$ cat src/rtl/wb_stage_if.sv
// Bus between the MEM stage, register-file write port, decode-stage read bypass and wb_stage.
// The master drives MEM results and ID read data; wb_stage is the slave.
interface wb_stage_if #(
  parameter int XLEN = 32
);
  logic            stall;
  logic            flush;
  logic            mem_valid;
  logic [XLEN-1:0] mem_pc;
  logic [4:0]      mem_rd;
  logic            mem_reg_we;
  logic [1:0]      mem_wb_sel;
  logic [XLEN-1:0] mem_alu_result;
  logic [XLEN-1:0] mem_load_data;
  logic [2:0]      mem_funct3;
  logic [XLEN-1:0] addr_rd;
  logic [XLEN-1:0] data_rd;
  logic            write_enable;
  logic [4:0]      id_addr_rs1;
  logic [4:0]      id_addr_rs2;
  logic [XLEN-1:0] id_data_rs1_in;
  logic [XLEN-1:0] id_data_rs2_in;
  logic [XLEN-1:0] id_data_rs1;
  logic [XLEN-1:0] id_data_rs2;
  logic [XLEN-1:0] wb_instret;

  modport master (
    output stall, flush, mem_valid, mem_pc, mem_rd, mem_reg_we, mem_wb_sel,
           mem_alu_result, mem_load_data, mem_funct3,
           id_addr_rs1, id_addr_rs2, id_data_rs1_in, id_data_rs2_in,
    input  addr_rd, data_rd, write_enable, id_data_rs1, id_data_rs2, wb_instret
  );

  modport slave (
    input  stall, flush, mem_valid, mem_pc, mem_rd, mem_reg_we, mem_wb_sel,
           mem_alu_result, mem_load_data, mem_funct3,
           id_addr_rs1, id_addr_rs2, id_data_rs1_in, id_data_rs2_in,
    output addr_rd, data_rd, write_enable, id_data_rs1, id_data_rs2, wb_instret
  );
endinterface

$ cat src/rtl/wb_stage.sv
// MEM/WB pipeline register, writeback formatter and retire counter for the RV32I core.
// Optional feature macro WB_BYPASS_EN: forwards the WB write into decode-stage read data.
module wb_stage #(
  parameter int XLEN = 32
) (
  input  logic      clock,
  input  logic      reset,
  wb_stage_if.slave bus
);

  logic [XLEN-1:0] wb_value_s;
  logic            wb_we_s;
  logic [4:0]      rd_r;
  logic            we_r;
  logic [XLEN-1:0] data_r;
  logic [XLEN-1:0] instret_r;

  // Byte/halfword select with sign or zero extension; unknown funct3 codes pass the raw word.
  function automatic logic [31:0] format_load(
    input logic [31:0] word,
    input logic [1:0]  off,
    input logic [2:0]  funct3
  );
    logic [7:0]  byte_v;
    logic [15:0] half_v;
    logic [31:0] result_v;
    case (off)
      2'd0:    byte_v = word[7:0];
      2'd1:    byte_v = word[15:8];
      2'd2:    byte_v = word[23:16];
      2'd3:    byte_v = word[31:24];
      default: byte_v = word[7:0];
    endcase
    if (off[1]) begin
      half_v = word[31:16];
    end else begin
      half_v = word[15:0];
    end
    case (funct3)
      3'b000:  result_v = {{24{byte_v[7]}}, byte_v};
      3'b100:  result_v = {24'd0, byte_v};
      3'b001:  result_v = {{16{half_v[15]}}, half_v};
      3'b101:  result_v = {16'd0, half_v};
      default: result_v = word;
    endcase
    return result_v;
  endfunction

  // Select the writeback value and the effective write strobe from the MEM inputs.
  always_comb begin
    wb_value_s = {XLEN{1'b0}};
    wb_we_s    = 1'b0;
    case (bus.mem_wb_sel)
      2'd0: begin
        wb_value_s = bus.mem_alu_result;
        wb_we_s    = bus.mem_reg_we;
      end
      2'd1: begin
        wb_value_s = format_load(bus.mem_load_data, bus.mem_alu_result[1:0], bus.mem_funct3);
        wb_we_s    = bus.mem_reg_we;
      end
      2'd2: begin
        wb_value_s = bus.mem_pc + 32'd4;
        wb_we_s    = bus.mem_reg_we;
      end
      default: begin
        wb_value_s = {XLEN{1'b0}};
        wb_we_s    = 1'b0;
      end
    endcase
  end

  // Pipeline register and retire counter; the strobe is folded with valid and rd != 0 at capture.
  always_ff @(posedge clock or posedge reset) begin
    if (reset) begin
      rd_r      <= 5'd0;
      we_r      <= 1'b0;
      data_r    <= {XLEN{1'b0}};
      instret_r <= {XLEN{1'b0}};
    end else if (bus.flush) begin
      we_r <= 1'b0;
    end else if (bus.stall) begin
      we_r <= we_r;
    end else begin
      rd_r      <= bus.mem_rd;
      we_r      <= bus.mem_valid & wb_we_s & (bus.mem_rd != 5'd0);
      data_r    <= wb_value_s;
      instret_r <= instret_r + {{(XLEN-1){1'b0}}, bus.mem_valid};
    end
  end

  assign bus.addr_rd      = {{(XLEN-5){1'b0}}, rd_r};
  assign bus.data_rd      = data_r;
  assign bus.write_enable = we_r;
  assign bus.wb_instret   = instret_r;

`ifdef WB_BYPASS_EN
  // Write-before-read forwarding; x0 never matches because we_r is 0 for rd = 0.
  always_comb begin
    if (we_r && (bus.id_addr_rs1 == rd_r)) begin
      bus.id_data_rs1 = data_r;
    end else begin
      bus.id_data_rs1 = bus.id_data_rs1_in;
    end
    if (we_r && (bus.id_addr_rs2 == rd_r)) begin
      bus.id_data_rs2 = data_r;
    end else begin
      bus.id_data_rs2 = bus.id_data_rs2_in;
    end
  end
`else
  assign bus.id_data_rs1 = bus.id_data_rs1_in;
  assign bus.id_data_rs2 = bus.id_data_rs2_in;
`endif

endmodule

$ cat src/flat_wrapper.sv
// flat-port wrapper written by rule: the top's interface ports become plain ports
module wb_stage_flat 
#(
  parameter int XLEN = 32
)
  (clock, reset, bus_stall, bus_flush, bus_mem_valid, bus_mem_pc, bus_mem_rd, bus_mem_reg_we, bus_mem_wb_sel, bus_mem_alu_result, bus_mem_load_data, bus_mem_funct3, bus_id_addr_rs1, bus_id_addr_rs2, bus_id_data_rs1_in, bus_id_data_rs2_in, bus_addr_rd, bus_data_rd, bus_write_enable, bus_id_data_rs1, bus_id_data_rs2, bus_wb_instret);
  wb_stage_if #(.XLEN(XLEN)) bus_i ();
  input  logic clock;
  input  logic reset;
  input wire logic [$bits(bus_i.stall)-1:0] bus_stall;
  input wire logic [$bits(bus_i.flush)-1:0] bus_flush;
  input wire logic [$bits(bus_i.mem_valid)-1:0] bus_mem_valid;
  input wire logic [$bits(bus_i.mem_pc)-1:0] bus_mem_pc;
  input wire logic [$bits(bus_i.mem_rd)-1:0] bus_mem_rd;
  input wire logic [$bits(bus_i.mem_reg_we)-1:0] bus_mem_reg_we;
  input wire logic [$bits(bus_i.mem_wb_sel)-1:0] bus_mem_wb_sel;
  input wire logic [$bits(bus_i.mem_alu_result)-1:0] bus_mem_alu_result;
  input wire logic [$bits(bus_i.mem_load_data)-1:0] bus_mem_load_data;
  input wire logic [$bits(bus_i.mem_funct3)-1:0] bus_mem_funct3;
  input wire logic [$bits(bus_i.id_addr_rs1)-1:0] bus_id_addr_rs1;
  input wire logic [$bits(bus_i.id_addr_rs2)-1:0] bus_id_addr_rs2;
  input wire logic [$bits(bus_i.id_data_rs1_in)-1:0] bus_id_data_rs1_in;
  input wire logic [$bits(bus_i.id_data_rs2_in)-1:0] bus_id_data_rs2_in;
  output wire logic [$bits(bus_i.addr_rd)-1:0] bus_addr_rd;
  output wire logic [$bits(bus_i.data_rd)-1:0] bus_data_rd;
  output wire logic [$bits(bus_i.write_enable)-1:0] bus_write_enable;
  output wire logic [$bits(bus_i.id_data_rs1)-1:0] bus_id_data_rs1;
  output wire logic [$bits(bus_i.id_data_rs2)-1:0] bus_id_data_rs2;
  output wire logic [$bits(bus_i.wb_instret)-1:0] bus_wb_instret;
  assign bus_i.stall = bus_stall;
  assign bus_i.flush = bus_flush;
  assign bus_i.mem_valid = bus_mem_valid;
  assign bus_i.mem_pc = bus_mem_pc;
  assign bus_i.mem_rd = bus_mem_rd;
  assign bus_i.mem_reg_we = bus_mem_reg_we;
  assign bus_i.mem_wb_sel = bus_mem_wb_sel;
  assign bus_i.mem_alu_result = bus_mem_alu_result;
  assign bus_i.mem_load_data = bus_mem_load_data;
  assign bus_i.mem_funct3 = bus_mem_funct3;
  assign bus_i.id_addr_rs1 = bus_id_addr_rs1;
  assign bus_i.id_addr_rs2 = bus_id_addr_rs2;
  assign bus_i.id_data_rs1_in = bus_id_data_rs1_in;
  assign bus_i.id_data_rs2_in = bus_id_data_rs2_in;
  assign bus_addr_rd = bus_i.addr_rd;
  assign bus_data_rd = bus_i.data_rd;
  assign bus_write_enable = bus_i.write_enable;
  assign bus_id_data_rs1 = bus_i.id_data_rs1;
  assign bus_id_data_rs2 = bus_i.id_data_rs2;
  assign bus_wb_instret = bus_i.wb_instret;
  wb_stage #(.XLEN(XLEN)) u_core (.clock(clock), .reset(reset), .bus(bus_i));
endmodule
$ cat config.mk
export PLATFORM = sky130hd
export DESIGN_NAME = wb_stage_flat
export DESIGN_NICKNAME = d
export VERILOG_FILES = /design/src/rtl/wb_stage_if.sv /design/src/rtl/wb_stage.sv /design/src/flat_wrapper.sv
export SDC_FILE = /design/constraint.sdc
export NUM_CORES = 1
export LEC_CHECK = 0
export ABC_AREA = 1
export CORE_AREA = 2 2 133 135
export DETAILED_ROUTE_END_ITERATION = 16
export DIE_AREA = 0 0 135 137
export GPL_ROUTABILITY_DRIVEN = 0
export PLACE_DENSITY_LB_ADDON = 0.12
export SYNTH_ARGS = -nofsm -noshare
export SYNTH_HDL_FRONTEND = slang
export SYNTH_SLANG_ARGS = --single-unit
$ cat constraint.sdc
create_clock -name clock -period 3.1 [get_ports clock]
set_input_delay 0.775 -clock clock [delete_from_list [all_inputs] [get_ports clock]]
set_output_delay 0.775 -clock clock [all_outputs]
set_load 0.1 [all_outputs]
Word-level counts from Yosys, hierarchy flattened
Cells that the tools add are included.
W data, S select, Z words.
{"block": "classes", "add_sub_neg": 2, "eq_ne": 9, "muxes": 7, "bitwise_logic": 4, "reduce_logical": 6}
{"op": "$pmux W32 S4", "n": 1}
{"op": "$pmux W32 S3", "n": 1}
{"op": "$add A32 B1 Y32", "n": 1}
{"op": "$add A32 B3 Y32 const B", "n": 1}
{"op": "$pmux W8 S4", "n": 1}
{"op": "$mux W16", "n": 1}
{"op": "$eq A2 B2 Y1 const B", "n": 3}
{"op": "$eq A3 B3 Y1 const B", "n": 2}
{"op": "$reduce_bool A5 Y1", "n": 1}
{"op": "$eq A2 B1 Y1 const B", "n": 2}
{"op": "$logic_not A2 Y1", "n": 2}
{"op": "$eq A3 B1 Y1 const B", "n": 1}
{"op": "$logic_not A3 Y1", "n": 1}
{"op": "$mux W1", "n": 3}
{"op": "$reduce_or A3 Y1", "n": 1}
{"op": "$and A1 B1 Y1", "n": 2}
{"op": "$ne A2 B1 Y1 const B", "n": 1}
{"op": "$not A1 Y1", "n": 2}
{"op": "$reduce_and A2 Y1", "n": 1}
{"block": "totals", "reg_bits": 70, "inputBits": 186, "out_inout_bits": 161}

Logic depth before layout (Yosys ltp)
Gate-level depths: netlist (run 1).
{"block": "depth", "ltp_word": 7, "mapped_depth": 12, "mapped_depth_nobuf": 12}

Least setup slack after synthesis (run 1)
Ideal clock, no wire load.
{"block": "synth_path", "kind": "reg2reg", "start": "register u_core.instret_r[0] (netlist: u_core.bus.wb_instret[0])", "end": "register u_core.instret_r[30] (netlist: u_core.bus.wb_instret[30])", "setup_ps": 158, "t_arrival_ps": 2164, "required_ps": 2942, "slack_ps": 778, "stages_incl_launch_ff": 11, "n_path_buf": 0, "path_cell_list": "dfrtp_1 ha_1 ha_1 nand2_2 nor2_4 nand2_2 nor2_4 nand2_4 nor2_4 nand2_1 xnor2_1"}
{"block": "synth_via", "elab_chain_cells": 1}
{"element": "start, declared", "line": "wb_stage.sv:16", "rtl": "logic [XLEN-1:0] instret_r;"}
{"element": "start signal, assigned", "line": "wb_stage.sv:79", "rtl": "instret_r <= {XLEN{1'b0}};"}
{"element": "start signal, assigned", "line": "wb_stage.sv:88", "rtl": "instret_r <= instret_r + {{(XLEN-1){1'b0}}, bus.mem_valid};"}
{"element": "$add A32 B1 Y32", "line": "wb_stage.sv:88"}
Every way passes these cells.
A chain may end at the register's enable or synchronous reset.

Final worst setup path (run 1)
{"block": "layout_path", "start": "input bus_mem_pc[2]", "end": "register u_core.data_r[18] (netlist: u_core.bus.data_rd[18])"}
{"block": "layout_via", "elab_chain_cells": 2}
{"element": "start, declared", "line": "flat_wrapper.sv:13", "rtl": "input wire logic [$bits(bus_i.mem_pc)-1:0] bus_mem_pc;"}
{"element": "$add A32 B3 Y32", "line": "wb_stage.sv:63", "rtl": "wb_value_s = bus.mem_pc + 32'd4;"}
{"element": "$pmux W32 S3", "line": "wb_stage.sv:53", "rtl": "case (bus.mem_wb_sel)"}
{"element": "end signal, assigned", "line": "wb_stage.sv:78", "rtl": "data_r <= {XLEN{1'b0}};"}
{"element": "end signal, assigned", "line": "wb_stage.sv:87", "rtl": "data_r <= wb_value_s;"}
{"element": "end, declared", "line": "wb_stage.sv:15", "rtl": "logic [XLEN-1:0] data_r;"}
Every way passes these cells.

==> impl_metrics.ini, run 1 <==
[yosys]
synth_common_cells = nand2_1 (312), nand3_1 (97), buf_4 (92), dfrtp_1 (70), nor2_1 (70)
synth_area_mm2 = 0.005823
synth_top_flop_cell = dfrtp_1
yosysMostFrequentCell = nand2_1
synth.area.top_cells = dfrtp_1 (30%), nand2_1 (20%), buf_4 (12%)
synth_area_leader_cell = dfrtp_1
async_flop_share_pct = 100.0
synth.avg_cell_area_um2 = 6.543
syn_inst = 890
synth_edf_count = 0
ys_ff_latch = 70
synth_cell_types = 40
synth_seq_area_share_pct = 30.08
yosys_warnings = 0
synth_top_cell_area_share_pct = 30.08

[clock_network]
root_buffer = clkbuf_16
ctsHoldBuffers = 0
clk_latency_ps = 330
h-tree-depth = 3
cts.sinks = 70
cts_setup_buffers = 0
max-clock-path-buffers = 2
ctsResizeCount = 0
cts_tree = done
cts_inserted_buffers = 9
clk_pin_slew_ps = 50

[critical_path]
startpoint_type = primary input
reg2reg_depth = 9
r2r-start = u_core.bus.wb_instret[0]
crit_required_ps = 3320
critPathCaptureType = register
ff2ff_setup_slack_ps = 1330
crit_chain = clkdlybuf4s50_1, ha_1, inv_1, nor2_4, nand2_2, nor2_2, nand3_1, nand3_1, nand3_1, nand2_1, nand2_1
slowest_delay_ps = 550
cp_slowest_cell = clkdlybuf4s50_1
path_max_fanout = 5
worstSetupPathType = primary input to register
arrival_ps = 2630
rr_endpoint = u_core.bus.wb_instret[28]
critPathTopFamily = simple AND/OR/NAND/NOR gates
crit_top_cell = nand3_1
critPathBufInv = 2

[worst_hold_path]
hold_path_end = u_core.rd_r[0]
hp-start = u_core.rd_r[0]
worst_hold_path_type = register to register
holdPathStages = 2

[final_layout]
antenna_cells = 0
fin_cells = 1235
final_nets = 1194
final_cell_area_mm2 = 0.007463
drive_gt1_share_pct = 14.95
syn_to_final_growth_pct = 28.17

[timing]
tns_ps = 0
max_freq_mhz = 414.9
period_share_pct = 77.74
slew_viol_final = 0
rsz0062_at_grt = false
finClkSkew_ps = 8.866
period_needed_ps = 2410
setup_ws_ps = 690.0
hold_violations = 0
finalSetupViolCount = 0

[placed_design]
dp_slack_ps = 336.1
dp.cells = 1219
io_buffers = 181
dp_hpwl_um = 15480
dpl_cell_area_mm2 = 0.007147

[floorplanning]
die-width_um = 135
rows = 48
num_io_pins = 347
dieArea_mm2 = 0.01850
fp.dieH_um = 137
start_util_pct = 34.14
core_mm2 = 0.01706

[global_route]
track_usage_pct = 20.94
grt_pass1_wl_um = 29710
antenna_found_initial = 1
grt_pass1_vias = 5695
grt_max_degree = 71
grt_overflow = 0

[drt]
totalWireLength_um = 19000
wl_per_cell_um = 15.38
detail-route-antenna-nets = 0
viasPerCell = 4.725
drt_iter0_markers = 442
drc = 0
vias = 5835
firstDrtPassIters = 5

[power_and_ir_drop]
p_leak_nw = 3.714
totalPowerFinal_mw = 3.709
ir_worst_vdd_uv = 579.0
p_per_area_mw_per_mm2 = 496.9

[flow_run]
cap_violations = 0

[status]
status = finished, final reports clean
placed cells by master, fill, tap and decap left out, drive strengths merged, types with 14 or more instances in the layout:
master | synthesis | routed
a21oi | 15 | 15
dfrtp | 70 | 70
inv | 72 | 72
nand2 | 320 | 320
o21ai | 26 | 26
nand3 | 100 | 100
xnor2 | 14 | 14
xor2 | 16 | 16
clkdlybuf4s50 | 0 | 111
nor2 | 85 | 85
buf | 105 | 82
conb | 1 | 27
or2 | 15 | 15
nor3 | 16 | 16
logic make-up (layout without fill, tap and decap cells):
family,after synthesis,count (layout),share of synthesized area [%]
simple gates,545,545,41.13
xor+xnor,30,30,4.512
buf+inv,187,281,18.33
fa+ha+maj,3,3,0.6447
compound gates,54,54,5.243
flops,70,70,30.08
other cells,1,27,0.06440
flip-flops by register name, indices dropped and copies added (netlist names):
register,cells
u_core.bus.wb_instret,32
u_core.bus.write_enable,1
u_core.rd_r,5
u_core.bus.data_rd,32
worst max path at each step:
| stage | startpoint | end | slack [ps] | cells after the start |
|---|---|---|---|---|
| floorplan | reset | u_core.bus.data_rd[0] | 560 | 1 |
| global placement | bus_mem_pc[2] | u_core.bus.data_rd[16] | 390 | 13 |
| detailed placement | bus_mem_pc[2] | u_core.bus.data_rd[8] | 340 | 9 |
| CTS | bus_mem_pc[2] | u_core.bus.data_rd[18] | 690 | 11 |
| global route | bus_mem_pc[2] | u_core.bus.data_rd[18] | 510 | 11 |
| finish | bus_mem_pc[2] | u_core.bus.data_rd[18] | 690 | 11 |
power by group:
part	leakage, nW	switching, mW	internal [mW]
clock network	0.157	0.367	0.724
logic	2.63	1.17	0.368
registers	0.923	0.0721	1.01
total	3.71	1.61	2.10
area by class of cell:
class,instances,area (um2)
inverters,72,270.3
multi-input cells,659,3104
well taps,225,281.5
repair buffers,193,1739
fillers,1853,9593
clock buffers,12,246.5
flip-flops and latches,70,1752
clock inverters,4,70.07
tightest hold or removal path, delay by kind of cell, from the launching register on:
kind	cells	cell delay [ps]
simple gates	2	90
flops	1	340
routing by layer:
| metal | up-vias | GRT usage (%) | wire length, um |
|---|---|---|---|
| li1 | 2907 | - | - |
| met1 | 2609 | 28.21 | 8469 |
| met3 | 49 | 3.074 | 1283 |
| met2 | 268 | 33.28 | 8553 |
| met5 | - | 0 | 10 |
| met4 | 2 | 9.491 | 684 |
metrics by stage:
stage | hold WS (ps) | utilization [%]
after floorplan | 882.2 | -
after global placement | 457.7 | 41.90
after detailed placement | 463.4 | 41.90
after CTS | 477.7 | 43.76
after global routing | 489.5 | 43.76
final | 472.4 | 43.76
Power figures use the tool's default switching activity.
==> run 2: changes to the inputs <==
==> constraint.sdc (replaced) <==
create_clock -name clock -period 2.45 [get_ports clock]
set_input_delay 0.6125 -clock clock [delete_from_list [all_inputs] [get_ports clock]]
set_output_delay 0.6125 -clock clock [all_outputs]
set_load 0.1 [all_outputs]
==> run 2 against run 1 <==
Flip-flop and latch count did not move. Count of clock-buffer cells in the layout shrank 1. Sequential share of layout area is 0.65 points lower. Clock skew barely moved. Sequential power rose by 26%. Utilization rose by 1.2 points. Total power increased by 27%. Register-to-register slack worse by 560 ps. Highest routed layer is now met4. Largest power group unchanged. Largest cell class unchanged. Hold slack better by 1.1 ps. Combinational power rose by 29%.
==> impl_metrics.ini, run 2 (synthesis gave the netlist of run 1 again) <==
[clock_network]
clk_latency_ps = 330
cts_inserted_buffers = 9
ctsHoldBuffers = 0
cts_tree = done
root_buffer = clkbuf_16
cts_setup_buffers = 0
cts.sinks = 70
h-tree-depth = 3
max-clock-path-buffers = 2
clk_pin_slew_ps = 60
ctsResizeCount = 0

[placed_design]
dpl_cell_area_mm2 = 0.007360
dp_slack_ps = 11.70
dp_hpwl_um = 15980
io_buffers = 181

[worst_hold_path]
hp-start = u_core.rd_r[0]
holdPathStages = 2
worst_hold_path_type = register to register
hold_path_end = u_core.rd_r[0]

[global_route]
grt_max_degree = 40
antenna_found_initial = 0
grt_pass1_wl_um = 29610
grt_overflow = 0
grt_pass1_vias = 5694
track_usage_pct = 20.76

[final_layout]
antenna_cells = 0
final_cell_mix = nand2_1 (312), clkdlybuf4s50_1 (111), buf_4 (104)
final_common_cell = nand2_1
seqCellArea_mm2 = 0.001752
drive_gt1_share_pct = 17.00
syn_to_final_growth_pct = 31.82
final_nets = 1219
multi_input_area_mm2 = 0.003104
final_cell_area_mm2 = 0.007676
nFillCells = 1838

[critical_path]
arrival_ps = 2320
reg2reg_depth = 9
r2r-start = u_core.bus.wb_instret[0]
worstSetupPathType = primary input to register
rr_endpoint = u_core.bus.wb_instret[28]
ff2ff_setup_slack_ps = 770
critPathCaptureType = register
crit_required_ps = 2670
startpoint_type = primary input
path_max_fanout = 6

[drt]
drc = 0
dr_wl_met2_um = 8778
wl_met3_um = 1241
wl_per_cell_um = 15.20
firstDrtPassIters = 5
top_layer_used = met4
totalWireLength_um = 19150
drt_iter0_markers = 340
vias = 5839
detail-route-antenna-nets = 0
wl_met1_um = 8538
viasPerCell = 4.634

[timing]
slew_viol_final = 0
slew_headroom_pct = 66.75
period_share_pct = 85.70
finClkSkew_ps = 8.867
max_freq_mhz = 476.2
setup_ws_ps = 350.3
finalSetupViolCount = 0
hold_violations = 0
rsz0062_at_grt = false
worst_pin_slew_ps = 493.5
period_needed_ps = 2100
tns_ps = 0

[floorplanning]
start_util_pct = 34.14
core_mm2 = 0.01706
num_io_pins = 347
dieArea_mm2 = 0.01850
die-width_um = 135
rows = 48
fp.dieH_um = 137

[power_and_ir_drop]
ir_worst_vdd_uv = 603.4
p_per_area_mw_per_mm2 = 614.9
totalPowerFinal_mw = 4.720
p_leak_nw = 3.837

[status]
status = finished, final reports clean

[flow_run]
cap_violations = 0
==> run 2: changes by cell type in the layout (fill, tap and decap cells not counted), sizes merged <==
cell | before | now
buf | 82 | 107
clkinvlp | 0 | 2
clkbuf | 12 | 11
clkinv | 2 | 1
==> run 2: worst max-delay path: stages <==
cell	delay, ps
clkdlybuf4s50_1	520
buf_4	140
inv_1	50
nor2_4	190
nand2_1	160
nor2_2	230
a21oi_1	100
nand2_1	80
nand3_1	120
nand2_1	80
nand2_1	40
==> run 2: final cells by class <==
class | count | area share, %
Sequential cell | 70 | 22.82
Tap cell | 225 | 3.667
Inverter | 72 | 3.521
Timing Repair Buffer | 218 | 25.43
Clock inverter | 5 | 1.092
Clock buffer | 11 | 3.032
Multi-Input combinational cell | 659 | 40.44
==> run 2: per-stage QoR <==
stage,utilization (%),std cells,hold WS (ps)
6_report,45.00,1260,473.5
5_1_grt,45.00,1260,501.0
4_1_cts,45.00,1260,479.0
3_5_place_dp,43.15,1244,463.8
3_3_place_gp,43.15,1244,456.5
2_1_floorplan,-,916,719.7
==> run 2: worst max-delay path by stage <==
stage	start	to	slack, ps
floorplan	reset	u_core.bus.data_rd[0]	70
global placement	bus_mem_valid	u_core.bus.wb_instret[28]	20
detailed placement	bus_mem_valid	u_core.bus.wb_instret[30]	10
CTS	bus_mem_valid	u_core.bus.wb_instret[30]	360
global route	bus_mem_valid	u_core.bus.wb_instret[28]	200
finish	bus_mem_pc[2]	u_core.bus.data_rd[13]	350
==> run 2: where the power goes <==
group | switching [mW] | total [mW] | leakage (nW) | internal (mW)
sequential | 0.0902 | 1.36 | 0.923 | 1.27
combinational | 1.49 | 1.98 | 2.77 | 0.491
clock | 0.486 | 1.38 | 0.146 | 0.893
total | 2.06 | 4.72 | 3.84 | 2.66
==> run 2: layer usage <==
| metal | track usage, % | up-vias |
|---|---|---|
| met2 | 34.09 | 236 |
| met3 | 3.074 | 42 |
| met1 | 27.59 | 2600 |
| met4 | 8.044 | 0 |
| met5 | 0 | - |
| li1 | - | 2961 |
==> run 3: changes to the inputs <==
--- a/config.mk
+++ b/config.mk
@@ -6,11 +6,13 @@
 export NUM_CORES = 1
 export LEC_CHECK = 0
 export ABC_AREA = 1
+export CAP_MARGIN = 20
 export CORE_AREA = 2 2 133 135
 export DETAILED_ROUTE_END_ITERATION = 16
 export DIE_AREA = 0 0 135 137
 export GPL_ROUTABILITY_DRIVEN = 0
 export PLACE_DENSITY_LB_ADDON = 0.12
+export SLEW_MARGIN = 25
 export SYNTH_ARGS = -nofsm -noshare
 export SYNTH_HDL_FRONTEND = slang
 export SYNTH_SLANG_ARGS = --single-unit
==> results of run 3 <==
No change in the layout: final DEF, timing and power equal those of run 2.
==> variant: new RTL, settings of run 1 <==
Add a define of `WB_BYPASS_EN`.
--- a/src/rtl/wb_stage.sv
+++ b/src/rtl/wb_stage.sv
@@ -1,5 +1,7 @@
 // MEM/WB pipeline register, writeback formatter and retire counter for the RV32I core.
 // Optional feature macro WB_BYPASS_EN: forwards the WB write into decode-stage read data.
+`define WB_BYPASS_EN
+
 module wb_stage #(
   parameter int XLEN = 32
 ) (
Function: changed (a bounded check fails within 4 cycles, from zero or initial values and one cycle with reset high).
==> variant against run 1 <==
- sequential power rose by 5%
- register-to-register slack worse by 0.14 ns
- worst setup slack lost 0.68 ns
- synthesized area is 14% higher
- cell area increased by 61%
- count of clock-buffer cells in the layout down 1
- wire length is 62% higher
- sequential cell count unchanged
- clock power up 7%
- final cell count grew 32%
- total power increased by 33%
- largest cell class unchanged
- largest power group unchanged
==> variant: results (changes against run 1) <==
* Status: completed
* P_sw at 2.393 mW (+49%)
* Pwr dens at 410.1 nW/um2 (-17%)
* Pleak at 5.564 nW (+50%)
* Fin Hold WS at 0.5073 ns (+0.03499 ns)
* Post-synthesis cell count at 1,056 (+19%)
* Worst min-delay path endpoint: u_core.bus.data_rd[28]
* Delay-heaviest family, CP: buffers and inverters
* Tot GR Track Use at 32.37% (+11 points)
* Clock Skews at 0.004972 ns (-0.003894 ns)
* Commonest cells in the netlist: nand2_1 (346), inv_1 (105), nand3_1 (89), nor2_1 (89), dfrtp_1 (70)
* Placed cells at 1,586 (+30%)
* Placed inst area at 11,120 um2 (+56%)
* Synth area leaders: dfrtp_1 (26%), nand2_1 (20%), nand3_1 (6.7%), inv_1 (5.9%), nor2_1 (5.0%)
* Initial drt markers at 668 (+51%)
* Critical Path Sink: bus_id_data_rs1[22]
* Layout cells sized above 1 at 27.40% (+12 points)
* Worst vdd ir at 0.3463 mV (-40%)
* Initial antenna violation count at 6 (+5)
* Vias in the first global route at 7,972 (+40%)
* Number of port buffers at 319 (+76%)
* Xor/xnor cell area share of the yosys netlist at 4.475% (-0.038 points)
* Worst EP arrival at 2.32 ns (-0.31 ns)
* Post-synthesis sequential area ratio at 26.32% (-3.8 points)
* Largest net degree at the start of global routing at 50 (-30%)
* Global-route wire length before repair at 45,850 um (+54%)
* Hpwl dp at 23,940 um (+55%)
* First-pass iteration count of the detailed router at 6 (+1)
* Slowest CP cell: dlygate4sd2_1
* Crit. Startpoint: bus_id_addr_rs1[2]
* Vias at 8,392 (+44%)
* Post-synthesis adder-cell area fraction at 0.5640% (-0.081 points)
* WL/cell at 18.93 um (+23%)
* Cts repair resizes at 59 (+59)
* Post-synthesis compound-gate area fraction at 13.93% (+8.7 points)
* Min-delay src: u_core.bus.data_rd[28]
* Part of the cycle the worst path needs at 99.71% (+22 points)
* FF-to-FF End: u_core.bus.wb_instret[26]
* Place WS at -0.1976 ns (-0.5337 ns)
* Critical path class: input pin to primary output
* Filler cell count at 1,368 (-26%)
* Setup Fix Bufs, Post-CTS at 6 (+6)
* Clock Power at 1.17 mW (+7%)
==> variant: cell count changes after synthesis, sizes merged, moves of 4 or more <==
cell,run 1,this run
a21oi,15,19
inv,72,117
nand3,100,91
o22ai,0,8
o21ai,26,104
nor2,85,106
nand2,320,386
xor2,16,23
buf,105,50
==> variant: per-layer routing <==
metal / track usage [%] / wire, um / vias up
li1: - / - / 3974
met1: 39.76 / 11840 / 3887
met2: 55.56 / 15010 / 444
met3: 5.852 / 2610 / 87
met4: 14.35 / 1304 / 0
met5: 0 / 0 / -
==> variant: final cells by class <==
| cell class | count | area [um2] | area share [%] |
|---|---|---|---|
| multi-input combinational | 834 | 4878 | 40.70 |
| clock buffer | 11 | 232.7 | 1.942 |
| inverter | 117 | 439.2 | 3.664 |
| clock inverter | 5 | 107.6 | 0.8978 |
| timing repair buffer | 357 | 4272 | 35.64 |
| tap | 225 | 281.5 | 2.349 |
| antenna | 6 | 15.01 | 0.1253 |
| sequential | 70 | 1759 | 14.68 |
